--- config.mk ---
export PLATFORM = sky130hd
export DESIGN_NAME = fir_coeff_ctrl_flat
export DESIGN_NICKNAME = d
export VERILOG_FILES = /design/src/rtl/fir_coeff_ctrl_pkg.sv /design/src/rtl/fir_coeff_ctrl_if.sv /design/src/rtl/fir_coeff_bank.sv /design/src/rtl/fir_coeff_ctrl.sv /design/src/flat_wrapper.sv
export SDC_FILE = /design/constraint.sdc
export NUM_CORES = 1
export LEC_CHECK = 0
export ABC_AREA = 1
export CAP_MARGIN = 20
export CORE_ASPECT_RATIO = 1.1
export CORE_UTILIZATION = 48
export DETAILED_ROUTE_END_ITERATION = 7
export PLACE_DENSITY = 0.8
export SKIP_LAST_GASP = 1
export SYNTH_ARGS = -nofsm -noshare
export SYNTH_HDL_FRONTEND = slang
export SYNTH_SLANG_ARGS = --single-unit
export TNS_END_PERCENT = 100
--- constraint.sdc ---
create_clock -name clk -period 2.66 [get_ports clk]
set_input_delay 0.532 -clock clk [delete_from_list [all_inputs] [get_ports clk]]
set_output_delay 0.532 -clock clk [all_outputs]
set_load 0.01 [all_outputs]
--- src/rtl/fir_coeff_ctrl_pkg.sv ---
// Shared types and helpers for the FIR coefficient controller.
package fir_coeff_ctrl_pkg;

  // Commit sequencer states.
  typedef enum logic [1:0] {
    StIdle,
    StWaitStrobe,
    StSwap
  } state_e;

  // LSB position of a tap inside a packed coefficient bank.
  function automatic int unsigned tap_lsb(int unsigned coeff_bits, int unsigned tap);
    return coeff_bits * tap;
  endfunction

endpackage

--- src/rtl/fir_coeff_ctrl_if.sv ---
// Host-side coefficient write / commit handshake.
interface fir_coeff_ctrl_if #(
  parameter int unsigned ADDR_BITS  = 3,
  parameter int unsigned COEFF_BITS = 16
);
  logic                  cfg_valid;
  logic                  cfg_ready;
  logic [ADDR_BITS-1:0]  cfg_addr;
  logic [COEFF_BITS-1:0] cfg_data;
  logic                  cfg_commit;

  modport master (
    output cfg_valid,
    output cfg_addr,
    output cfg_data,
    output cfg_commit,
    input  cfg_ready
  );

  modport slave (
    input  cfg_valid,
    input  cfg_addr,
    input  cfg_data,
    input  cfg_commit,
    output cfg_ready
  );
endinterface

--- src/rtl/fir_coeff_bank.sv ---
// NUMBER_OF_TAPS x COEFF_BITS register file: indexed write, parallel load, packed output.
module fir_coeff_bank
  import fir_coeff_ctrl_pkg::*;
#(
  parameter int unsigned NUMBER_OF_TAPS = 7,
  parameter int unsigned COEFF_BITS     = 16,
  parameter int unsigned ADDR_BITS      = 3
) (
  input  logic                                 clk,
  input  logic                                 reset_n,
  input  logic                                 wr_en,
  input  logic [ADDR_BITS-1:0]                 wr_addr,
  input  logic [COEFF_BITS-1:0]                wr_data,
  input  logic                                 load,
  input  logic [NUMBER_OF_TAPS*COEFF_BITS-1:0] load_data,
  output logic [NUMBER_OF_TAPS*COEFF_BITS-1:0] bank
);

  logic [NUMBER_OF_TAPS*COEFF_BITS-1:0] bank_d, bank_q;

  // Parallel load takes priority; out-of-range addresses match no tap.
  always_comb begin
    bank_d = bank_q;
    if (load) begin
      bank_d = load_data;
    end else if (wr_en) begin
      for (int unsigned i = 0; i < NUMBER_OF_TAPS; i++) begin
        if (wr_addr == ADDR_BITS'(i)) begin
          bank_d[tap_lsb(COEFF_BITS, i) +: COEFF_BITS] = wr_data;
        end
      end
    end
  end

  // Bank storage.
  always_ff @(posedge clk or negedge reset_n) begin
    if (!reset_n) begin
      bank_q <= '0;
    end else begin
      bank_q <= bank_d;
    end
  end

  assign bank = bank_q;

endmodule

--- src/rtl/fir_coeff_ctrl.sv ---
// Shadow/active coefficient controller with sample-boundary commit and enable sequencing.
module fir_coeff_ctrl
  import fir_coeff_ctrl_pkg::*;
#(
  parameter int unsigned NUMBER_OF_TAPS = 7,
  parameter int unsigned COEFF_BITS     = 16,
  parameter int unsigned ADDR_BITS      = 3,
  parameter int unsigned STROBE_TIMEOUT = 1024
) (
  input  logic                                 clk,
  input  logic                                 reset_n,
  fir_coeff_ctrl_if.slave                      cfg,
  input  logic                                 cfg_en_req,
  input  logic                                 sample_strobe,
  output logic [NUMBER_OF_TAPS*COEFF_BITS-1:0] coeffs_out,
  output logic                                 filter_en,
  output logic                                 commit_done,
  output logic                                 commit_timeout,
  output logic                                 err_addr
);

  localparam int unsigned CntW = (STROBE_TIMEOUT > 1) ? $clog2(STROBE_TIMEOUT) : 1;
  localparam logic [CntW-1:0] CntMax = CntW'(STROBE_TIMEOUT - 1);

  state_e                               state_d, state_q;
  logic [CntW-1:0]                      cnt_d, cnt_q;
  logic                                 timeout_d, timeout_q;
  logic                                 commit_done_q, commit_timeout_q, err_addr_q;
  logic                                 filter_en_q;
  logic                                 wr_fire, addr_ok, commit_fire, bank_load;
  logic [NUMBER_OF_TAPS*COEFF_BITS-1:0] shadow;

  assign cfg.cfg_ready = (state_q == StIdle);
  assign wr_fire       = cfg.cfg_valid & cfg.cfg_ready;
  assign commit_fire   = cfg.cfg_commit & cfg.cfg_ready;
  // Zero-extend so NUMBER_OF_TAPS == 2**ADDR_BITS still compares correctly.
  assign addr_ok       = {1'b0, cfg.cfg_addr} < (ADDR_BITS + 1)'(NUMBER_OF_TAPS);

  fir_coeff_bank #(
    .NUMBER_OF_TAPS (NUMBER_OF_TAPS),
    .COEFF_BITS     (COEFF_BITS),
    .ADDR_BITS      (ADDR_BITS)
  ) u_shadow (
    .clk       (clk),
    .reset_n   (reset_n),
    .wr_en     (wr_fire & addr_ok),
    .wr_addr   (cfg.cfg_addr),
    .wr_data   (cfg.cfg_data),
    .load      (1'b0),
    .load_data ('0),
    .bank      (shadow)
  );

  fir_coeff_bank #(
    .NUMBER_OF_TAPS (NUMBER_OF_TAPS),
    .COEFF_BITS     (COEFF_BITS),
    .ADDR_BITS      (ADDR_BITS)
  ) u_active (
    .clk       (clk),
    .reset_n   (reset_n),
    .wr_en     (1'b0),
    .wr_addr   ('0),
    .wr_data   ('0),
    .load      (bank_load),
    .load_data (shadow),
    .bank      (coeffs_out)
  );

  // Commit sequencer next state: wait for a strobe (or timeout), then swap for one cycle.
  always_comb begin
    state_d   = state_q;
    cnt_d     = cnt_q;
    timeout_d = timeout_q;
    bank_load = 1'b0;
    unique case (state_q)
      StIdle: begin
        if (commit_fire) begin
          state_d   = StWaitStrobe;
          cnt_d     = '0;
          timeout_d = 1'b0;
        end
      end
      StWaitStrobe: begin
        if (cnt_q != CntMax) begin
          cnt_d = cnt_q + 1'b1;
        end
        if (sample_strobe) begin
          state_d = StSwap;
        end else if (cnt_q == CntMax) begin
          state_d   = StSwap;
          timeout_d = 1'b1;
        end
      end
      StSwap: begin
        bank_load = 1'b1;
        state_d   = StIdle;
      end
      default: state_d = StIdle;
    endcase
  end

  // Sequencer state, counter and registered status pulses.
  always_ff @(posedge clk or negedge reset_n) begin
    if (!reset_n) begin
      state_q          <= StIdle;
      cnt_q            <= '0;
      timeout_q        <= 1'b0;
      commit_done_q    <= 1'b0;
      commit_timeout_q <= 1'b0;
      err_addr_q       <= 1'b0;
    end else begin
      state_q          <= state_d;
      cnt_q            <= cnt_d;
      timeout_q        <= timeout_d;
      commit_done_q    <= (state_q == StSwap);
      commit_timeout_q <= (state_q == StSwap) & timeout_q;
      err_addr_q       <= wr_fire & ~addr_ok;
    end
  end

  // Filter enable follows the request only on sample boundaries.
  always_ff @(posedge clk or negedge reset_n) begin
    if (!reset_n) begin
      filter_en_q <= 1'b0;
    end else if (sample_strobe) begin
      filter_en_q <= cfg_en_req;
    end
  end

  assign filter_en      = filter_en_q;
  assign commit_done    = commit_done_q;
  assign commit_timeout = commit_timeout_q;
  assign err_addr       = err_addr_q;

endmodule

--- src/flat_wrapper.sv ---
// flat-port wrapper written by rule: the top's interface ports become plain ports
module fir_coeff_ctrl_flat import fir_coeff_ctrl_pkg::*;
#(
  parameter int unsigned NUMBER_OF_TAPS = 7,
  parameter int unsigned COEFF_BITS     = 16,
  parameter int unsigned ADDR_BITS      = 3,
  parameter int unsigned STROBE_TIMEOUT = 1024
)
  (clk, reset_n, cfg_en_req, sample_strobe, coeffs_out, filter_en, commit_done, commit_timeout, err_addr, cfg_cfg_valid, cfg_cfg_addr, cfg_cfg_data, cfg_cfg_commit, cfg_cfg_ready);
  fir_coeff_ctrl_if #(.ADDR_BITS(ADDR_BITS), .COEFF_BITS(COEFF_BITS)) cfg_i ();
  input  logic clk;
  input  logic reset_n;
  input  logic cfg_en_req;
  input  logic sample_strobe;
  output logic [NUMBER_OF_TAPS*COEFF_BITS-1:0] coeffs_out;
  output logic filter_en;
  output logic commit_done;
  output logic commit_timeout;
  output logic err_addr;
  input wire logic [$bits(cfg_i.cfg_valid)-1:0] cfg_cfg_valid;
  input wire logic [$bits(cfg_i.cfg_addr)-1:0] cfg_cfg_addr;
  input wire logic [$bits(cfg_i.cfg_data)-1:0] cfg_cfg_data;
  input wire logic [$bits(cfg_i.cfg_commit)-1:0] cfg_cfg_commit;
  output wire logic [$bits(cfg_i.cfg_ready)-1:0] cfg_cfg_ready;
  assign cfg_i.cfg_valid = cfg_cfg_valid;
  assign cfg_i.cfg_addr = cfg_cfg_addr;
  assign cfg_i.cfg_data = cfg_cfg_data;
  assign cfg_i.cfg_commit = cfg_cfg_commit;
  assign cfg_cfg_ready = cfg_i.cfg_ready;
  fir_coeff_ctrl #(.NUMBER_OF_TAPS(NUMBER_OF_TAPS), .COEFF_BITS(COEFF_BITS), .ADDR_BITS(ADDR_BITS), .STROBE_TIMEOUT(STROBE_TIMEOUT)) u_core (.clk(clk), .reset_n(reset_n), .cfg(cfg_i), .cfg_en_req(cfg_en_req), .sample_strobe(sample_strobe), .coeffs_out(coeffs_out), .filter_en(filter_en), .commit_done(commit_done), .commit_timeout(commit_timeout), .err_addr(err_addr));
endmodule
# Yosys cells after proc, flatten, opt, wreduce, memory -nomap -nowiden
# Index checks and enable logic that the tools add are counted.
# word_totals
register_bits	241
input_bits	25
output_inout_bits	117
# classes
add_sub_neg	1
n_lt_le_gt_ge	1
n_eq_ne	15
mux	12
bitwise	6
n_reduce_logical	13
# op_table
operator	n
two-way mux 10 bit	2
case mux 10 bit (2 select lines)	1
AND reduction 2 bit	8
adder 10 x 1 -> 10 bit (second input constant)	1
equality test 10 bit (second input constant)	1
!= test 10 bit (second input constant)	1
equality test 3 bit (second input constant)	3
equality test 3 x 2 -> 1 bit (second input constant)	2
two-way mux 2 bit	3
AND 1 bit	5
two-way mux 1 bit	4
!= test 2 x 1 -> 1 bit (second input constant)	2
!= test 2 bit (second input constant)	2
case mux 2 bit (2 select lines)	1
AND reduction 4 bit	1
equality test 3 x 1 -> 1 bit (second input constant)	1
zero test 3 bit	1
< comparator 3 bit (second input constant)	1
!= test 3 x 2 -> 1 bit (second input constant)	1
AND reduction 3 bit	1
equality test 2 x 1 -> 1 bit (second input constant)	1
equality test 2 bit (second input constant)	1
zero test 2 bit	1
case mux 1 bit (2 select lines)	1
2 further kinds	2

# Depth between registers and ports, before layout
# logic_depth
depth_word	4
depth_mapped	8
depth_no_buf	8

# By module
# A second synthesis with hierarchy kept.
# unflattened
cells_unflattened	1623
area_unflattened_um2	12086.6
# by_module_without_submodules
mod	instances	cells_per_inst	area_per_inst_um2
fir_coeff_bank	2	755	5581.6
fir_coeff_ctrl	1	113	923.4

# Worst setup path after synthesis
# No wires, ideal clock.
# synth_timing
path_kind	input port to flip-flop
start	in cfg_cfg_valid
end	reg u_core.u_shadow.bank_q[85], in the netlist u_core.u_shadow.bank[85]
arrival_time_ns	1.274
required_time_ns	2.539
path_slack_ns	1.265
cell_stages	6
path_buffers	1
cell_sequence	inv_1 -> nor2_4 -> nand2_2 -> nor3_4 -> buf_2 -> o21ai_1
# synth_between
elab_chain_len	3
# synth_rtl
item	line_no	rtl
start: declaration	flat_wrapper.sv:20	input wire logic [$bits(cfg_i.cfg_valid)-1:0] cfg_cfg_valid;
AND 1 bit	fir_coeff_ctrl.sv:34	assign wr_fire = cfg.cfg_valid & cfg.cfg_ready;
AND 1 bit	fir_coeff_ctrl.sv:46	.wr_en (wr_fire & addr_ok),
AND reduction 2 bit (no line)	n/a	
end signal: assignment	fir_coeff_bank.sv:40	bank_q <= bank_d;
end: declaration	fir_coeff_bank.sv:19	logic [NUMBER_OF_TAPS*COEFF_BITS-1:0] bank_d, bank_q;
# Every way passes these cells.
# A chain may end at the register's enable or synchronous reset.

# Worst setup path after layout
# layout_timing
start	reg u_core.state_q[0]
end	out cfg_cfg_ready
# layout_between
elab_chain_len	1
# layout_rtl
item	line_no	rtl
start: declaration	fir_coeff_ctrl.sv:25	state_e state_d, state_q;
start signal: assignment	fir_coeff_ctrl.sv:105	state_q <= StIdle;
start signal: assignment	fir_coeff_ctrl.sv:112	state_q <= state_d;
zero test 2 bit	fir_coeff_ctrl.sv:33	assign cfg.cfg_ready = (state_q == StIdle);
end: declaration	flat_wrapper.sv:24	output wire logic [$bits(cfg_i.cfg_ready)-1:0] cfg_cfg_ready;
# Every way passes these cells.

==> reports/results.tsv <==
metric	value	unit
status	finished, final reports clean	
fin_crit_sh	83.8	%
ctsResizeCount	0	
cp.required	2130	ps
wl_per_cell	15.9	um
antenna_cells	0	
drv_slew	0	
ctsRootBufferMaster	clkbuf_16	
slew_headroom	42.6	%
path_clk_slew	60	ps
postCtsSetupRepairBufs	0	
coreArea	18500	um2
powerDensity	1130	nW/um2
insertion_delay	510	ps
syn_avg_cell_area	9.43	um2
cap_violations	0	
rows	52	
tightest_slew	861	ps
holdBufCountCts	0	
ys_seq_elements	241	
synth.distinct_cells	23	
cts_tree	yes	
timing_worst_setup_path_type	reg2out	
cts.path.max_buffers	3	
critPathArrivalTime	1700	ps
num_vias	6909	
grt_overflow	0	
hpwl	14000	um
cp-start-kind	flip-flop	
drt_iter0_markers	559	
post-route-min-period	2230	ps
power.leakage	5.72	nW
layout-drive-gt1-share	6.00	%
grt_pass1_vias	6716	
finalHoldWorstSlack	10.3	ps
ff_latch_area	6030	um2
syn_area	9070	um2
synth-seq-area-share	66.5	%
peakVddDrop	0.654	mV
start_util	49.1	%
clock-sinks	241	
die_area	19500	um2
antenna_found_initial	0	
htree_levels	1	
clock.fmax	449	MHz
fin_nets	1124	
grt.total_usage	23.0	%
cts_buffers	24	
syn_inst	962	
die_w	133	um
grt_max_degree	102	
gp_congestion	0.812	
portBuffers	141	
stdcell_area	11600	um2
ys_warn_count	0	
skew	4.72	ps
setup_tns	0	ps
endpoint_kind	output pin	
cp_max_fo	2	
rsz0062_at_grt	false	
hold_path_class	in2async	
placed_cell_area	10800	um2
drt-pass1-iter-count	8	
multi_input_area	2580	um2
syn_to_final_growth	28.0	%
viasPerCell	5.08	
setup_viol	0	
antenna_left	0	
nFillCells	1510	
ios	142	
dieHeight	146	um
hold_viol	0	
drc	0	
grt_pass1_wl	35100	um
wl	21600	um
synth_nets	988	
[path summary, 6_finish.rpt]
check | start | to | slack (ps) | cells after the start
setup / recovery | u_core.state_q[0]$_DFFE_PN0P_ | cfg_cfg_ready | 430 | 4
hold reg to reg | u_core.u_shadow.bank[24]$_DFFE_PN0P_ | u_core.u_active.bank[24]$_DFFE_PN0P_ | 470 | 2
max in group asynchronous | reset_n | u_core.u_active.bank[85]$_DFFE_PN0P_ | 2150 | 2
setup reg to reg | u_core.cnt_q[1]$_DFFE_PN0P_ | u_core.cnt_q[9]$_DFFE_PN0P_ | 930 | 6
hold / removal | reset_n | u_core.u_active.bank[73]$_DFFE_PN0P_ | 10 | 2
min in group clk | u_core.u_shadow.bank[24]$_DFFE_PN0P_ | u_core.u_active.bank[24]$_DFFE_PN0P_ | 470 | 2
[layer usage]
| layer | global-route usage [%] | vias up | share of wire (%) |
|---|---|---|---|
| met3 | 3.58 | 36 | 5.5 |
| met5 | 0 | - | 0 |
| met2 | 37.4 | 210 | 49 |
| met1 | 31.6 | 3393 | 43 |
| met4 | 7.76 | 0 | 2.5 |
| li1 | - | 3270 | - |
[layout by cell type, fill, tap and decap left out]
| cell type | count |
|---|---|
| buf_12 | 5 |
| clkdlybuf4s50_1 | 140 |
| clkbuf_8 | 9 |
| clkbuf_1 | 2 |
| inv_1 | 67 |
| ha_1 | 1 |
| or2_2 | 1 |
| bufinv_16 | 2 |
| buf_8 | 1 |
| nor2_2 | 1 |
| nand3_1 | 11 |
| nand2_1 | 412 |
| nand4_1 | 5 |
| a21oi_1 | 1 |
| nor2_4 | 2 |
| o21ai_0 | 141 |
| nor3_4 | 2 |
| buf_4 | 8 |
| clkbuf_16 | 25 |
| inv_4 | 1 |
| a21boi_0 | 1 |
| dfrtp_1 | 241 |
| nand2_2 | 2 |
| clkinv_4 | 1 |
| nor2_1 | 8 |
| inv_2 | 2 |
| o22ai_1 | 1 |
| o21ai_1 | 14 |
| clkinvlp_4 | 2 |
| nor3_1 | 1 |
| xor2_1 | 3 |
| clkinv_2 | 3 |
[metrics by stage]
stage | power (mW) | instances | util (%) | setup WS [ps]
finish | 13.1 | 1359 | 62.9 | 431
global route | 13.9 | 1359 | 62.9 | 360
CTS | 13.2 | 1359 | 62.9 | 415
detailed placement | 9.64 | 1315 | 58.2 | 566
global placement | 9.45 | 1315 | 58.2 | 618
floorplan | 7.51 | 962 | - | 1270
[synthesized netlist by cell type]
library cell / number / area share [%]
ha_1: 1 / 0.14
nand3_1: 11 / 0.61
nor3_1: 1 / 0.055
o21ai_1: 14 / 0.77
nand2_2: 2 / 0.14
nor2_4: 2 / 0.25
o21ai_0: 141 / 7.8
inv_1: 67 / 2.8
inv_2: 3 / 0.12
a21oi_1: 1 / 0.055
nand4_1: 5 / 0.34
buf_4: 4 / 0.33
nor3_4: 2 / 0.36
o22ai_1: 1 / 0.069
or2_2: 1 / 0.069
a21boi_0: 1 / 0.083
xor2_1: 3 / 0.29
nor2_2: 1 / 0.069
nand2_1: 412 / 17
buf_2: 14 / 0.77
nor2_1: 8 / 0.33
clkbuf_1: 26 / 1.1
dfrtp_1: 241 / 66
[logic make-up after synthesis]
| logic type | synth area share [%] |
|---|---|
| AO/OA/AOI/OAI | 8.76 |
| XOR/XNOR | 0.290 |
| adder cells (fa/ha/maj) | 0.138 |
| buffers and inverters | 5.08 |
| flip-flops | 66.5 |
| AND/OR/NAND/NOR | 19.3 |
[layout make-up]
cell class / instances / share of cell area [%]
Sequential cell: 241 / 51.9
Inverter: 70 / 2.28
Tap cell: 243 / 2.62
Clock buffer: 36 / 6.52
Clock inverter: 8 / 0.851
Timing Repair Buffer: 154 / 13.6
Multi-Input combinational cell: 607 / 22.2
[sequential cells by signal (all words and copies together) (netlist names)]
signal                 count
u_core.commit_timeout      1
u_core.state_q             2
u_core.commit_done         1
u_core.filter_en           1
u_core.u_shadow.bank     112
u_core.u_active.bank     112
u_core.cnt_q              10
u_core.timeout_q           1
u_core.err_addr            1
[worst max-delay path, stage by stage, from the launching register on]
cell	delay, ps
dfrtp_1	420
inv_2	90
nand2_2	80
inv_1	70
clkdlybuf4s50_1	530
[where the power goes]
| group | switching, mW | internal [mW] |
|---|---|---|
| Combinational | 1.82 | 1.84 |
| Sequential | 0.818 | 5.12 |
| Clock | 1.36 | 2.16 |
| Total | 4.00 | 9.12 |
Power figures use the tool's default switching activity.
